<file path="config.mk">
export PLATFORM = sky130hd
export DESIGN_NAME = uart_mem_dump_tx_flat
export DESIGN_NICKNAME = d
export VERILOG_FILES = /design/src/rtl/uart_mem_dump_tx_if.sv /design/src/rtl/uart_mem_dump_tx.sv /design/src/flat_wrapper.sv
export SDC_FILE = /design/constraint.sdc
export NUM_CORES = 1
export LEC_CHECK = 0
export ABC_CLOCK_PERIOD_IN_PS = 4800
export BUFFER_PORTS_ARGS = -buffer_cell sky130_fd_sc_hd__buf_2
export CAP_MARGIN = 30
export CELL_PAD_IN_SITES_DETAIL_PLACEMENT = 0
export CELL_PAD_IN_SITES_GLOBAL_PLACEMENT = 1
export CORE_MARGIN = 2
export CORE_UTILIZATION = 44
export CTS_CLUSTER_DIAMETER = 40
export DETAILED_ROUTE_END_ITERATION = 8
export PLACE_DENSITY_LB_ADDON = 0.3
export SYNTH_ARGS = -nofsm -noshare
export SYNTH_HDL_FRONTEND = slang
export SYNTH_SLANG_ARGS = --single-unit
</file>
<file path="constraint.sdc">
create_clock -name clk_100MHz -period 4.8 [get_ports clk_100MHz]
set_input_delay 0.72 -clock clk_100MHz [delete_from_list [all_inputs] [get_ports clk_100MHz]]
set_output_delay 0.72 -clock clk_100MHz [all_outputs]
set_load 0.05 [all_outputs]
</file>
<file path="src/rtl/uart_mem_dump_tx_if.sv">
// Command/status handshake and instruction-memory read port of the memory dump transmitter.
interface uart_mem_dump_tx_if #(
    parameter int AW = 10
);
    logic          start;
    logic [AW-1:0] start_addr;
    logic [AW:0]   word_count;
    logic          busy;
    logic          done;
    logic [AW-1:0] mem_addr;
    logic [31:0]   mem_rd_data;

    // Requester side: issues dumps and serves memory reads.
    modport master (
        output start, start_addr, word_count, mem_rd_data,
        input  busy, done, mem_addr
    );

    // Dump engine side.
    modport slave (
        input  start, start_addr, word_count, mem_rd_data,
        output busy, done, mem_addr
    );
endinterface

</file>
<file path="src/rtl/uart_mem_dump_tx.sv">
// Streams a range of 32-bit memory words out of a UART transmitter,
// four little-endian byte frames per word.
module uart_mem_dump_tx #(
    parameter int DBITS   = 8,
    parameter int SB_TICK = 16,
    parameter int AW      = 10
) (
    input  logic              clk_100MHz,
    input  logic              rst,
    input  logic              sample_tick,
    output logic              tx,
    uart_mem_dump_tx_if.slave bus
);

    localparam int TMAX = (SB_TICK > 16) ? SB_TICK : 16;
    localparam int TW   = $clog2(TMAX);
    localparam int NW   = (DBITS > 1) ? $clog2(DBITS) : 1;

    localparam logic [TW-1:0] S_LAST  = TW'(15);
    localparam logic [TW-1:0] ST_LAST = TW'(SB_TICK - 1);
    localparam logic [NW-1:0] N_LAST  = NW'(DBITS - 1);

    typedef enum logic [2:0] {
        IDLE,
        FETCH,
        LATCH,
        START,
        DATA,
        STOP,
        NEXT
    } state_t;

    state_t           state_q, state_d;
    logic [TW-1:0]    s_q, s_d;
    logic [NW-1:0]    n_q, n_d;
    logic [1:0]       idx_q, idx_d;
    logic [AW:0]      rem_q, rem_d;
    logic [AW-1:0]    addr_q, addr_d;
    logic [31:0]      word_q, word_d;
    logic [DBITS-1:0] sh_q, sh_d;
    logic             tx_q, tx_d;
    logic             busy_q;
    logic             done_q, done_d;

    assign tx           = tx_q;
    assign bus.busy     = busy_q;
    assign bus.done     = done_q;
    assign bus.mem_addr = addr_q;

    // State and datapath registers; tx/busy/done are registered from next-state values.
    always_ff @(posedge clk_100MHz) begin
        if (rst) begin
            state_q <= IDLE;
            s_q     <= '0;
            n_q     <= '0;
            idx_q   <= '0;
            rem_q   <= '0;
            addr_q  <= '0;
            word_q  <= '0;
            sh_q    <= '0;
            tx_q    <= 1'b1;
            busy_q  <= 1'b0;
            done_q  <= 1'b0;
        end else begin
            state_q <= state_d;
            s_q     <= s_d;
            n_q     <= n_d;
            idx_q   <= idx_d;
            rem_q   <= rem_d;
            addr_q  <= addr_d;
            word_q  <= word_d;
            sh_q    <= sh_d;
            tx_q    <= tx_d;
            busy_q  <= (state_d != IDLE);
            done_q  <= done_d;
        end
    end

    // Next-state, counters and line level for the dump sequencer.
    always_comb begin
        state_d = state_q;
        s_d     = s_q;
        n_d     = n_q;
        idx_d   = idx_q;
        rem_d   = rem_q;
        addr_d  = addr_q;
        word_d  = word_q;
        sh_d    = sh_q;
        done_d  = 1'b0;
        tx_d    = 1'b1;

        unique case (state_q)
            IDLE: begin
                if (bus.start) begin
                    if (bus.word_count != '0) begin
                        state_d = FETCH;
                        addr_d  = bus.start_addr;
                        rem_d   = bus.word_count;
                    end else begin
                        done_d = 1'b1;
                    end
                end
            end
            FETCH: begin
                state_d = LATCH;
            end
            LATCH: begin
                word_d  = bus.mem_rd_data;
                idx_d   = '0;
                s_d     = '0;
                state_d = START;
            end
            START: begin
                if (sample_tick) begin
                    if (s_q == S_LAST) begin
                        s_d     = '0;
                        n_d     = '0;
                        sh_d    = DBITS'(word_q >> {idx_q, 3'b000});
                        state_d = DATA;
                    end else begin
                        s_d = s_q + TW'(1);
                    end
                end
            end
            DATA: begin
                if (sample_tick) begin
                    if (s_q == S_LAST) begin
                        s_d  = '0;
                        sh_d = sh_q >> 1;
                        if (n_q == N_LAST) begin
                            state_d = STOP;
                        end else begin
                            n_d = n_q + NW'(1);
                        end
                    end else begin
                        s_d = s_q + TW'(1);
                    end
                end
            end
            STOP: begin
                if (sample_tick) begin
                    if (s_q == ST_LAST) begin
                        s_d     = '0;
                        state_d = NEXT;
                    end else begin
                        s_d = s_q + TW'(1);
                    end
                end
            end
            NEXT: begin
                if (idx_q != 2'd3) begin
                    idx_d   = idx_q + 2'd1;
                    state_d = START;
                end else if (rem_q > (AW+1)'(1)) begin
                    rem_d   = rem_q - (AW+1)'(1);
                    addr_d  = addr_q + AW'(1);
                    state_d = FETCH;
                end else begin
                    done_d  = 1'b1;
                    state_d = IDLE;
                end
            end
            default: begin
                state_d = IDLE;
            end
        endcase

        // Line level follows the state being entered so tx stays a clean register output.
        if (state_d == START) begin
            tx_d = 1'b0;
        end else if (state_d == DATA) begin
            tx_d = sh_d[0];
        end
    end

endmodule

</file>
<file path="src/flat_wrapper.sv">
// flat-port wrapper written by rule: the top's interface ports become plain ports
module uart_mem_dump_tx_flat 
#(
    parameter int DBITS   = 8,
    parameter int SB_TICK = 16,
    parameter int AW      = 10
)
  (clk_100MHz, rst, sample_tick, tx, bus_start, bus_start_addr, bus_word_count, bus_mem_rd_data, bus_busy, bus_done, bus_mem_addr);
  uart_mem_dump_tx_if #(.AW(AW)) bus_i ();
  input  logic clk_100MHz;
  input  logic rst;
  input  logic sample_tick;
  output logic tx;
  input wire logic [$bits(bus_i.start)-1:0] bus_start;
  input wire logic [$bits(bus_i.start_addr)-1:0] bus_start_addr;
  input wire logic [$bits(bus_i.word_count)-1:0] bus_word_count;
  input wire logic [$bits(bus_i.mem_rd_data)-1:0] bus_mem_rd_data;
  output wire logic [$bits(bus_i.busy)-1:0] bus_busy;
  output wire logic [$bits(bus_i.done)-1:0] bus_done;
  output wire logic [$bits(bus_i.mem_addr)-1:0] bus_mem_addr;
  assign bus_i.start = bus_start;
  assign bus_i.start_addr = bus_start_addr;
  assign bus_i.word_count = bus_word_count;
  assign bus_i.mem_rd_data = bus_mem_rd_data;
  assign bus_busy = bus_i.busy;
  assign bus_done = bus_i.done;
  assign bus_mem_addr = bus_i.mem_addr;
  uart_mem_dump_tx #(.DBITS(DBITS), .SB_TICK(SB_TICK), .AW(AW)) u_core (.clk_100MHz(clk_100MHz), .rst(rst), .sample_tick(sample_tick), .tx(tx), .bus(bus_i));
endmodule
</file>
==> results of run 1 <==
-- power groups by stage --
| stage | Clock, mW | Sequential [mW] | Combinational (mW) |
|---|---|---|---|
| finish | 0.509 | 0.702 | 0.233 |
| global route | 0.550 | 0.709 | 0.259 |
| CTS | 0.527 | 0.701 | 0.234 |
| detailed placement | 0 | 0.716 | 0.233 |
| global placement | 0 | 0.715 | 0.228 |
| floorplan | 0 | 0.736 | 0.152 |
-- per-stage QoR --
| stage | area, sq um | hold slack, ps | setup slack, ps |
|---|---|---|---|
| 2_1_floorplan | 3890 | 433 | 2630 |
| 3_3_place_gp | 4240 | 439 | 1920 |
| 3_5_place_dp | 4240 | 445 | 1860 |
| 4_1_cts | 4440 | 458 | 1890 |
| 5_1_grt | 4440 | 474 | 1600 |
| 6_report | 4440 | 455 | 1850 |
-- worst max-delay path, delay by kind of cell (launching register included) --
kind	cells	cell delay, ps
AO/OA/AOI/OAI	3	1460
buffers and inverters	1	270
flip-flops	1	800
AND/OR/NAND/NOR	2	320
-- area by class of cell --
class | instances | area share [%]
Multi-Input combinational cell | 370 | 48.6
Sequential cell | 76 | 34.2
Timing Repair Buffer | 75 | 8.79
Tap cell | 108 | 3.04
Clock buffer | 9 | 2.79
Clock inverter | 7 | 1.83
Inverter | 8 | 0.676
-- Yosys cell counts (all sizes together) (3+ instances only) --
master	number	area, sq um
nand2	115	432
dfxtp	76	1520
a21oi	70	350
nor2	29	111
o21ai	29	145
clkbuf	25	93.8
nand3	15	75.1
buf	10	82.6
a21o	8	60.1
inv	8	30.0
mux4	8	180
nor3	8	40.0
ha	7	87.6
nand2b	6	37.5
o221ai	6	52.6
a31oi	5	52.6
and3	4	25.0
nor4	4	37.5
or3	4	25.0
a211oi	3	22.5
a311oi	3	38.8
nand3b	3	22.5
o211ai	3	22.5
o22ai	3	18.8
o31a	3	26.3
o31ai	3	22.5
-- state kept, by name, summed over array words and instances, names as in the netlist --
name,count
u_core.word_q,32
u_core.sh_q,8
u_core.bus.done,1
u_core.bus.mem_addr,10
u_core.s_q,4
u_core.state_q,3
u_core.rem_q,11
u_core.idx_q,2
u_core.tx,1
u_core.n_q,3
u_core.bus.busy,1
-- kinds of logic (layout without fill, tap and decap cells) --
kind of cell | Yosys count | count (layout) | synth area share, %
AO/OA/AOI/OAI | 152 | 152 | 24.7
buffers and inverters | 43 | 99 | 5.31
adder cells (fa/ha/maj) | 7 | 7 | 2.25
AND/OR/NAND/NOR | 200 | 200 | 23.2
multiplexers | 10 | 10 | 5.18
XOR/XNOR | 1 | 1 | 0.225
flip-flops | 76 | 76 | 39.2
-- final timing paths --
check	from	to	slack [ps]	cells after the start
worst max-delay path	u_core.state_q[2]$_SDFF_PP0_	u_core.rem_q[0]$_SDFFE_PP0P_	1850	6
worst min-delay path	u_core.word_q[13]$_SDFFE_PP0P_	u_core.word_q[13]$_SDFFE_PP0P_	460	2
worst min register to register	u_core.word_q[13]$_SDFFE_PP0P_	u_core.word_q[13]$_SDFFE_PP0P_	460	2
worst max register to register	u_core.state_q[2]$_SDFF_PP0_	u_core.rem_q[0]$_SDFFE_PP0P_	1850	6
-- layer usage --
metal / up-vias / GRT usage [%] / part of all wire [%] / wire length (um)
met4: 0 / 7.26 / 0.98 / 91
li1: 1846 / - / - / -
met1: 1698 / 27.5 / 49 / 4610
met3: 8 / 3.15 / 3.7 / 341
met5: - / 0 / 0 / 0
met2: 76 / 31.8 / 46 / 4290
-- cell usage in the layout (no fill, tap or decap), types with 7 or more instances in the layout --
cell type  instances
nand2_1          115
nor2_1            27
buf_2             69
dfxtp_1           76
mux4_2             8
a21oi_1           70
a21o_1             8
nand3_1           15
ha_1               7
o21ai_0           28
clkbuf_8           9
nor3_1             8
inv_1              8
==> flow_metrics.env, run 1 <==
export IMPL_design_core_area_sq_um=8640
export IMPL_skew_ps=7.22
export IMPL_power_density_nw_per_um2=325
export IMPL_cts_hold_fix_buffers=0
export IMPL_wl_per_cell_um=14.3
export IMPL_routed_wl_mm=9.33
export IMPL_min_period_over_period_pct=61.5
export IMPL_maxCapViolCount=0
export IMPL_overflow=0
export IMPL_fin_crit_ps=2950
export IMPL_dp_hpwl_mm=6.28
export IMPL_grt_use_total_pct=20.0
export IMPL_cpPeakStageDelay_ps=880
export IMPL_totalPowerFinal_mw=1.44
export IMPL_syn_area_per_cell_sq_um=7.95
export IMPL_max_freq_mhz=339
export IMPL_grt_max_degree=53
export IMPL_ys_types=61
export IMPL_cts_buffers=9
export IMPL_postLayoutCoreUtil_pct=51.4
export IMPL_swShare_pct=30.8
export IMPL_clockBufferDepth=2
export IMPL_route_detailed_drc=0
export IMPL_placed_cells=637
export IMPL_p_sw_mw=0.445
export IMPL_htree_levels=3
export IMPL_maxSlewViolCount=0
export IMPL_drt_pass1_iterations=4
export IMPL_cts_sinks=76
export IMPL_cts_root_buf="clkbuf_8"
export IMPL_max_slew_worst_pin_slew_ps=1040
export IMPL_ys_flop_type="dfxtp_1"
export IMPL_dieArea_sq_um=9600
export IMPL_combPwrFrac_pct=16.1
export IMPL_ir_worst_vdd_v=0.000154
export IMPL_hold_viol_final=0
export IMPL_grt_pass1_vias=3476
export IMPL_syn_area_sq_um=3890
export IMPL_seqPwrFrac_pct=48.6
export IMPL_relSlewSlack_pct=30.4
export IMPL_multi_input_area_sq_um=2160
export IMPL_power_internal_mw=0.999
export IMPL_critPathKind="reg2reg"
export IMPL_crit_required_ps=5060
export IMPL_p_clk_share_pct=35.3
export IMPL_viasPerCell=5.56
export IMPL_synth_seq_cells=76
export IMPL_synth_edff_count=0
export IMPL_async_reset_ff_share_pct=0
export IMPL_regArea_sq_um=1520
export IMPL_cp_slowest_cell="a31o_1"
export IMPL_endpoint_kind="register"
export IMPL_die_y_um=98.0
export IMPL_num_fill_cells=895
export IMPL_ant_nets=0
export IMPL_finalSetupViolCount=0
export IMPL_die_w_um=98.0
export IMPL_area_delta_synth_final_pct=14.3
export IMPL_seq_area_frac_synth_pct=39.2
export IMPL_drt_iter0_drc=178
export IMPL_synth_nets=553
export IMPL_ys_warn_count=0
export IMPL_cp_max_fo=26
export IMPL_start_kind="register"
export IMPL_cts_resized=0
export IMPL_start_util_pct=45.0
export IMPL_rsz0062_at_grt="no"
export IMPL_grt_pass1_wl_mm=16.0
export IMPL_drive_gt1_share_pct=20.4
export IMPL_place_gp_congestion=0.867
export IMPL_num_vias=3628
export IMPL_insertion_delay_ps=350
export IMPL_crit_chain="nand2_1 -> nor2_1 -> buf_4 -> a31o_1 -> o21ai_0 -> a221oi_2"
export IMPL_hp_class="reg2reg"
export IMPL_nets=604
export IMPL_diodes=0
export IMPL_path_clk_slew_ps=90
export IMPL_fin_setup_tns_ps=0
export IMPL_cts_tree="yes"
export IMPL_rows=34
export IMPL_final_cell_count_no_fill=653
export IMPL_status="complete, no violations"
export IMPL_p_leak_nw=1.74
export IMPL_post_cts_buffers=0
export IMPL_synthCells=489
export IMPL_antenna_found_initial=0
export IMPL_io_pin_count=70
export IMPL_port_buffers=69
export IMPL_crit_arrival_ps=3220
Note: power is estimated with default switching activity, not from simulation.
==> inputs of run 2 (changes only) <==
Settings changed: ABC_CLOCK_PERIOD_IN_PS 4800 to 3000, CORE_UTILIZATION 44 to 41.
Clock period 4.8 ns to 3 ns, I/O delays scaled along.
==> run 2 against run 1 <==
  * Global-route usage down 1.1 points
  * Register-to-register slack worse by 1200 ps
  * Combinational power up 68%
  * Sequential share of layout area down 0.76 points
  * Largest cell class unchanged
==> flow_metrics.env, run 2 (same netlist as run 1, synthesis figures left out) <==
export IMPL_status="complete, no violations"
export IMPL_maxSlewViolCount=0
export IMPL_grt_pass1_wl_mm=15.7
export IMPL_hold_viol_final=0
export IMPL_final_cell_count_no_fill=683
export IMPL_insertion_delay_ps=360
export IMPL_drt_iter0_drc=130
export IMPL_finalSetupViolCount=0
export IMPL_stdcell_area_sq_um=4540
export IMPL_route_detailed_drc=0
export IMPL_min_period_over_period_pct=77.4
export IMPL_nets=613
export IMPL_crit_chain="or4b_4 -> a31oi_4 -> a31o_1 -> buf_12 -> o21ai_0 -> a221oi_2"
export IMPL_power_internal_mw=1.53
export IMPL_dieArea_sq_um=10300
export IMPL_port_buffers=69
export IMPL_skew_ps=15.7
export IMPL_path_buf_inv=1
export IMPL_post_cts_buffers=0
export IMPL_layout_common_cells="nand2_1, dfxtp_1, a21oi_1, buf_2, o21ai_0"
export IMPL_critPathKind="reg2reg"
export IMPL_cp_max_fo=23
export IMPL_largest_reg_flops=32
export IMPL_path_clk_slew_ps=100
export IMPL_cts_hold_fix_buffers=0
export IMPL_grt_use_total_pct=18.9
export IMPL_routed_wl_mm=9.33
export IMPL_power_density_nw_per_um2=496
export IMPL_die_w_um=101
export IMPL_placed_cells=667
export IMPL_dp_hpwl_mm=6.57
export IMPL_ant_nets=0
export IMPL_clockBufferDepth=2
export IMPL_hp_class="in2reg"
export IMPL_drt_pass1_iterations=4
export IMPL_cpPeakStageDelay_ps=660
export IMPL_crit_arrival_ps=2600
export IMPL_viasPerCell=5.36
export IMPL_p_leak_nw=1.78
export IMPL_drive_gt1_share_pct=21.7
export IMPL_design_core_area_sq_um=9240
export IMPL_p_clk_share_pct=32.9
export IMPL_fin_setup_tns_ps=0
export IMPL_p_sw_mw=0.728
export IMPL_whs_ps=320
export IMPL_cts_sinks=76
export IMPL_cts_tree="yes"
export IMPL_max_freq_mhz=431
export IMPL_swShare_pct=32.3
export IMPL_io_pin_count=70
export IMPL_post_place_ws_ps=715
export IMPL_diodes=0
export IMPL_path_delay_family="compound AO/OA/AOI/OAI gates"
export IMPL_relSlewSlack_pct=53.4
export IMPL_wl_per_cell_um=13.7
export IMPL_die_y_um=101
export IMPL_cts_buffers=9
export IMPL_cts_resized=0
export IMPL_htree_levels=3
export IMPL_crit_required_ps=3280
export IMPL_num_vias=3658
export IMPL_max_slew_worst_pin_slew_ps=700
export IMPL_cts_root_buf="clkbuf_8"
export IMPL_seqPwrFrac_pct=49.8
export IMPL_grt_max_degree=37
export IMPL_totalPowerFinal_mw=2.26
export IMPL_grt_pass1_vias=3447
export IMPL_area_delta_synth_final_pct=16.9
export IMPL_final_common_cell="nand2_1"
export IMPL_place_gp_congestion=0.779
export IMPL_setup_slack_ps=678
export IMPL_dpl_cell_area_sq_um=4360
export IMPL_start_kind="register"
export IMPL_cp_slowest_cell="or4b_4"
export IMPL_maxCapViolCount=0
export IMPL_start_util_pct=42.1
export IMPL_overflow=0
export IMPL_postLayoutCoreUtil_pct=49.2
export IMPL_combPwrFrac_pct=17.3
export IMPL_rows=35
export IMPL_largest_register="u_core.word_q"
export IMPL_ir_worst_vdd_v=0.000205
export IMPL_endpoint_kind="register"
export IMPL_fin_crit_ps=2320
export IMPL_antenna_found_initial=0
export IMPL_rsz0062_at_grt="no"
==> run 2: power by group through the flow <==
stage          Combinational [mW]  Sequential (mW)  Clock, mW
6_report                    0.391             1.12      0.741
5_1_grt                     0.434             1.13      0.803
2_1_floorplan               0.243             1.18          0
3_3_place_gp                0.378             1.14          0
4_1_cts                     0.393             1.12      0.762
3_5_place_dp                0.391             1.15          0
==> run 2: path summary, 6_finish.rpt <==
path                                  startpoint                              to  slack, ps  cells after the start
setup reg to reg    u_core.state_q[2]$_SDFF_PP0_    u_core.rem_q[0]$_SDFFE_PP0P_        680                      6
hold / removal               bus_mem_rd_data[25]  u_core.word_q[25]$_SDFFE_PP0P_        320                      3
hold reg to reg   u_core.word_q[19]$_SDFFE_PP0P_  u_core.word_q[19]$_SDFFE_PP0P_        450                      2
setup / recovery    u_core.state_q[2]$_SDFF_PP0_    u_core.rem_q[0]$_SDFFE_PP0P_        680                      6
==> run 2: cell type report <==
| cell class | instances | area [sq um] |
|---|---|---|
| fillers | 913 | 4700 |
| multi-input cells | 370 | 2160 |
| flip-flops and latches | 76 | 1520 |
| repair buffers | 84 | 490 |
| well taps | 129 | 161 |
| clock buffers | 9 | 124 |
| clock inverters | 7 | 56.3 |
| inverters | 8 | 30.0 |
==> run 2: worst register-to-register path: stages, from the launching register on <==
cell and delay [ps]:
dfxtp_1 530, or4b_4 660, a31oi_4 180, a31o_1 290
buf_12 200, o21ai_0 120, a221oi_2 260
==> run 2: per-layer routing <==
| metal | track usage (%) | part of all wire [%] |
|---|---|---|
| met5 | 0 | 0 |
| met4 | 8.11 | 1.7 |
| met3 | 3.66 | 4.7 |
| met2 | 29.8 | 45 |
| met1 | 25.3 | 48 |
==> inputs of run 3 (changes only) <==
Settings changed: ABC_CLOCK_PERIOD_IN_PS 3000 to 2400.
Clock period 3 ns to 2.4 ns, I/O delays scaled along.
==> run 3 against run 2 <==
  * Via count increased by 0.66%
  * Combinational power increased by 29%
  * Power increased by 31%
  * Largest cell class unchanged
  * Sequential cell count unchanged
  * Utilization increased by 0.64 points
  * Clock power increased by 44%
  * Final cell count increased by 0.44%
  * First-iteration DRC count increased by 29%
  * Worst setup slack got worse by 220 ps
  * Clock-buffer cell count unchanged
  * Clock skew decreased by 1.4 ps
  * Sequential power increased by 24%
==> flow_metrics.env, run 3 (same netlist as run 1, synthesis figures left out) <==
export IMPL_status="complete, no violations"
export IMPL_die_w_um=101
export IMPL_rsz0062_at_grt="no"
export IMPL_dieArea_sq_um=10300
export IMPL_power_density_nw_per_um2=644
export IMPL_seqPwrFrac_pct=46.9
export IMPL_largest_reg_flops=32
export IMPL_post_place_ws_ps=468
export IMPL_maxSlewViolCount=0
export IMPL_combPwrFrac_pct=17.1
export IMPL_ir_worst_vdd_v=0.000331
export IMPL_dp_hpwl_mm=6.54
export IMPL_finalSetupViolCount=0
export IMPL_num_vias=3682
export IMPL_layout_common_cells="nand2_1, dfxtp_1, a21oi_1, buf_2, o21ai_0"
export IMPL_grt_use_total_pct=18.9
export IMPL_cts_hold_fix_buffers=0
export IMPL_cts_root_buf="clkbuf_8"
export IMPL_drt_iter0_drc=168
export IMPL_post_cts_buffers=0
export IMPL_final_cell_count_no_fill=686
export IMPL_relSlewSlack_pct=61.5
export IMPL_port_buffers=69
export IMPL_max_slew_worst_pin_slew_ps=573
export IMPL_start_util_pct=42.1
export IMPL_hp_class="in2reg"
export IMPL_place_gp_congestion=0.809
export IMPL_diodes=0
export IMPL_rows=35
export IMPL_grt_max_degree=51
export IMPL_grt_pass1_vias=3425
export IMPL_cts_buffers=9
export IMPL_p_sw_mw=0.932
export IMPL_ant_nets=0
export IMPL_io_pin_count=70
export IMPL_min_period_over_period_pct=81.1
export IMPL_cts_tree="yes"
export IMPL_area_delta_synth_final_pct=18.4
export IMPL_fin_setup_tns_ps=0
export IMPL_max_freq_mhz=514
export IMPL_whs_ps=226
export IMPL_insertion_delay_ps=360
export IMPL_antenna_found_initial=0
export IMPL_wl_per_cell_um=13.7
export IMPL_placed_cells=670
export IMPL_regArea_sq_um=1520
export IMPL_path_clk_slew_ps=100
export IMPL_cts_sinks=76
export IMPL_num_fill_cells=946
export IMPL_maxCapViolCount=0
export IMPL_setup_slack_ps=454
export IMPL_hold_viol_final=0
export IMPL_swShare_pct=31.5
export IMPL_p_leak_nw=1.82
export IMPL_drt_pass1_iterations=4
export IMPL_die_y_um=101
export IMPL_fin_crit_ps=1950
export IMPL_final_common_cell="nand2_1"
export IMPL_critPathKind="reg2reg"
export IMPL_multi_input_area_sq_um=2160
export IMPL_drive_gt1_share_pct=22.1
export IMPL_clockBufferDepth=2
export IMPL_endpoint_kind="register"
export IMPL_skew_ps=14.3
export IMPL_nets=616
export IMPL_p_clk_share_pct=36.0
export IMPL_viasPerCell=5.37
export IMPL_crit_required_ps=2670
export IMPL_routed_wl_mm=9.42
export IMPL_start_kind="register"
export IMPL_route_detailed_drc=0
export IMPL_cts_resized=0
export IMPL_power_internal_mw=2.03
export IMPL_largest_register="u_core.word_q"
export IMPL_cp_max_fo=26
export IMPL_htree_levels=3
export IMPL_design_core_area_sq_um=9240
export IMPL_overflow=0
export IMPL_grt_pass1_wl_mm=15.7
export IMPL_postLayoutCoreUtil_pct=49.8
export IMPL_crit_arrival_ps=2220
## run 3: cell types whose count changed in the layout (fill, tap and decap cells not counted)
cell	before	now
buf_12	1	3
buf_16	1	0
buf_4	13	15
bufinv_16	0	1
clkinv_2	1	0
clkinvlp_4	1	0
inv_6	4	3
inv_8	0	2
## run 3: path summary, 6_finish.rpt
path / startpoint / slack [ps] / endpoint / cells after the start
setup / recovery: u_core.state_q[2]$_SDFF_PP0_ / 450 / u_core.rem_q[0]$_SDFFE_PP0P_ / 7
setup reg to reg: u_core.state_q[2]$_SDFF_PP0_ / 450 / u_core.rem_q[0]$_SDFFE_PP0P_ / 7
hold reg to reg: u_core.word_q[19]$_SDFFE_PP0P_ / 460 / u_core.word_q[19]$_SDFFE_PP0P_ / 2
hold / removal: bus_mem_rd_data[25] / 230 / u_core.word_q[25]$_SDFFE_PP0P_ / 3
## run 3: critical path, stage by stage (launching register included)
cell and delay (ps):
dfxtp_1 340, buf_4 230, nand2_1 120, nor2_1 340
a31o_1 260, buf_12 180, o21ai_0 130, a221oi_2 260
## run 3: through the flow
stage               instance area [sq um]  total power [mW]
floorplan                            3890              1.78
global placement                     4390              1.92
detailed placement                   4390              1.93
CTS                                  4600              2.99
global route                         4600              3.11
finish                               4600              2.96
## run 3: cell type report
| type | instances | area share (%) |
|---|---|---|
| tap | 129 | 3.51 |
| sequential | 76 | 33.1 |
| clock buffer | 9 | 2.69 |
| clock inverter | 7 | 1.90 |
| timing repair buffer | 87 | 11.3 |
| multi-input combinational | 370 | 46.9 |
| inverter | 8 | 0.652 |
## run 3: power groups by stage
stage | Clock (mW) | Sequential [mW] | Combinational [mW]
3_5_place_dp | 0 | 1.42 | 0.507
2_1_floorplan | 0 | 1.47 | 0.303
5_1_grt | 1.15 | 1.40 | 0.558
4_1_cts | 1.09 | 1.39 | 0.508
3_3_place_gp | 0 | 1.42 | 0.501
6_report | 1.07 | 1.39 | 0.506
## run 3: metal layers
metal  vias to the layer above  track usage [%]  wire length (um)
met3                        16             3.38               336
li1                       1880                -                 -
met5                         -                0                 0
met2                        72             30.6              4330
met1                      1714             25.1              4560
met4                         0             7.48               186
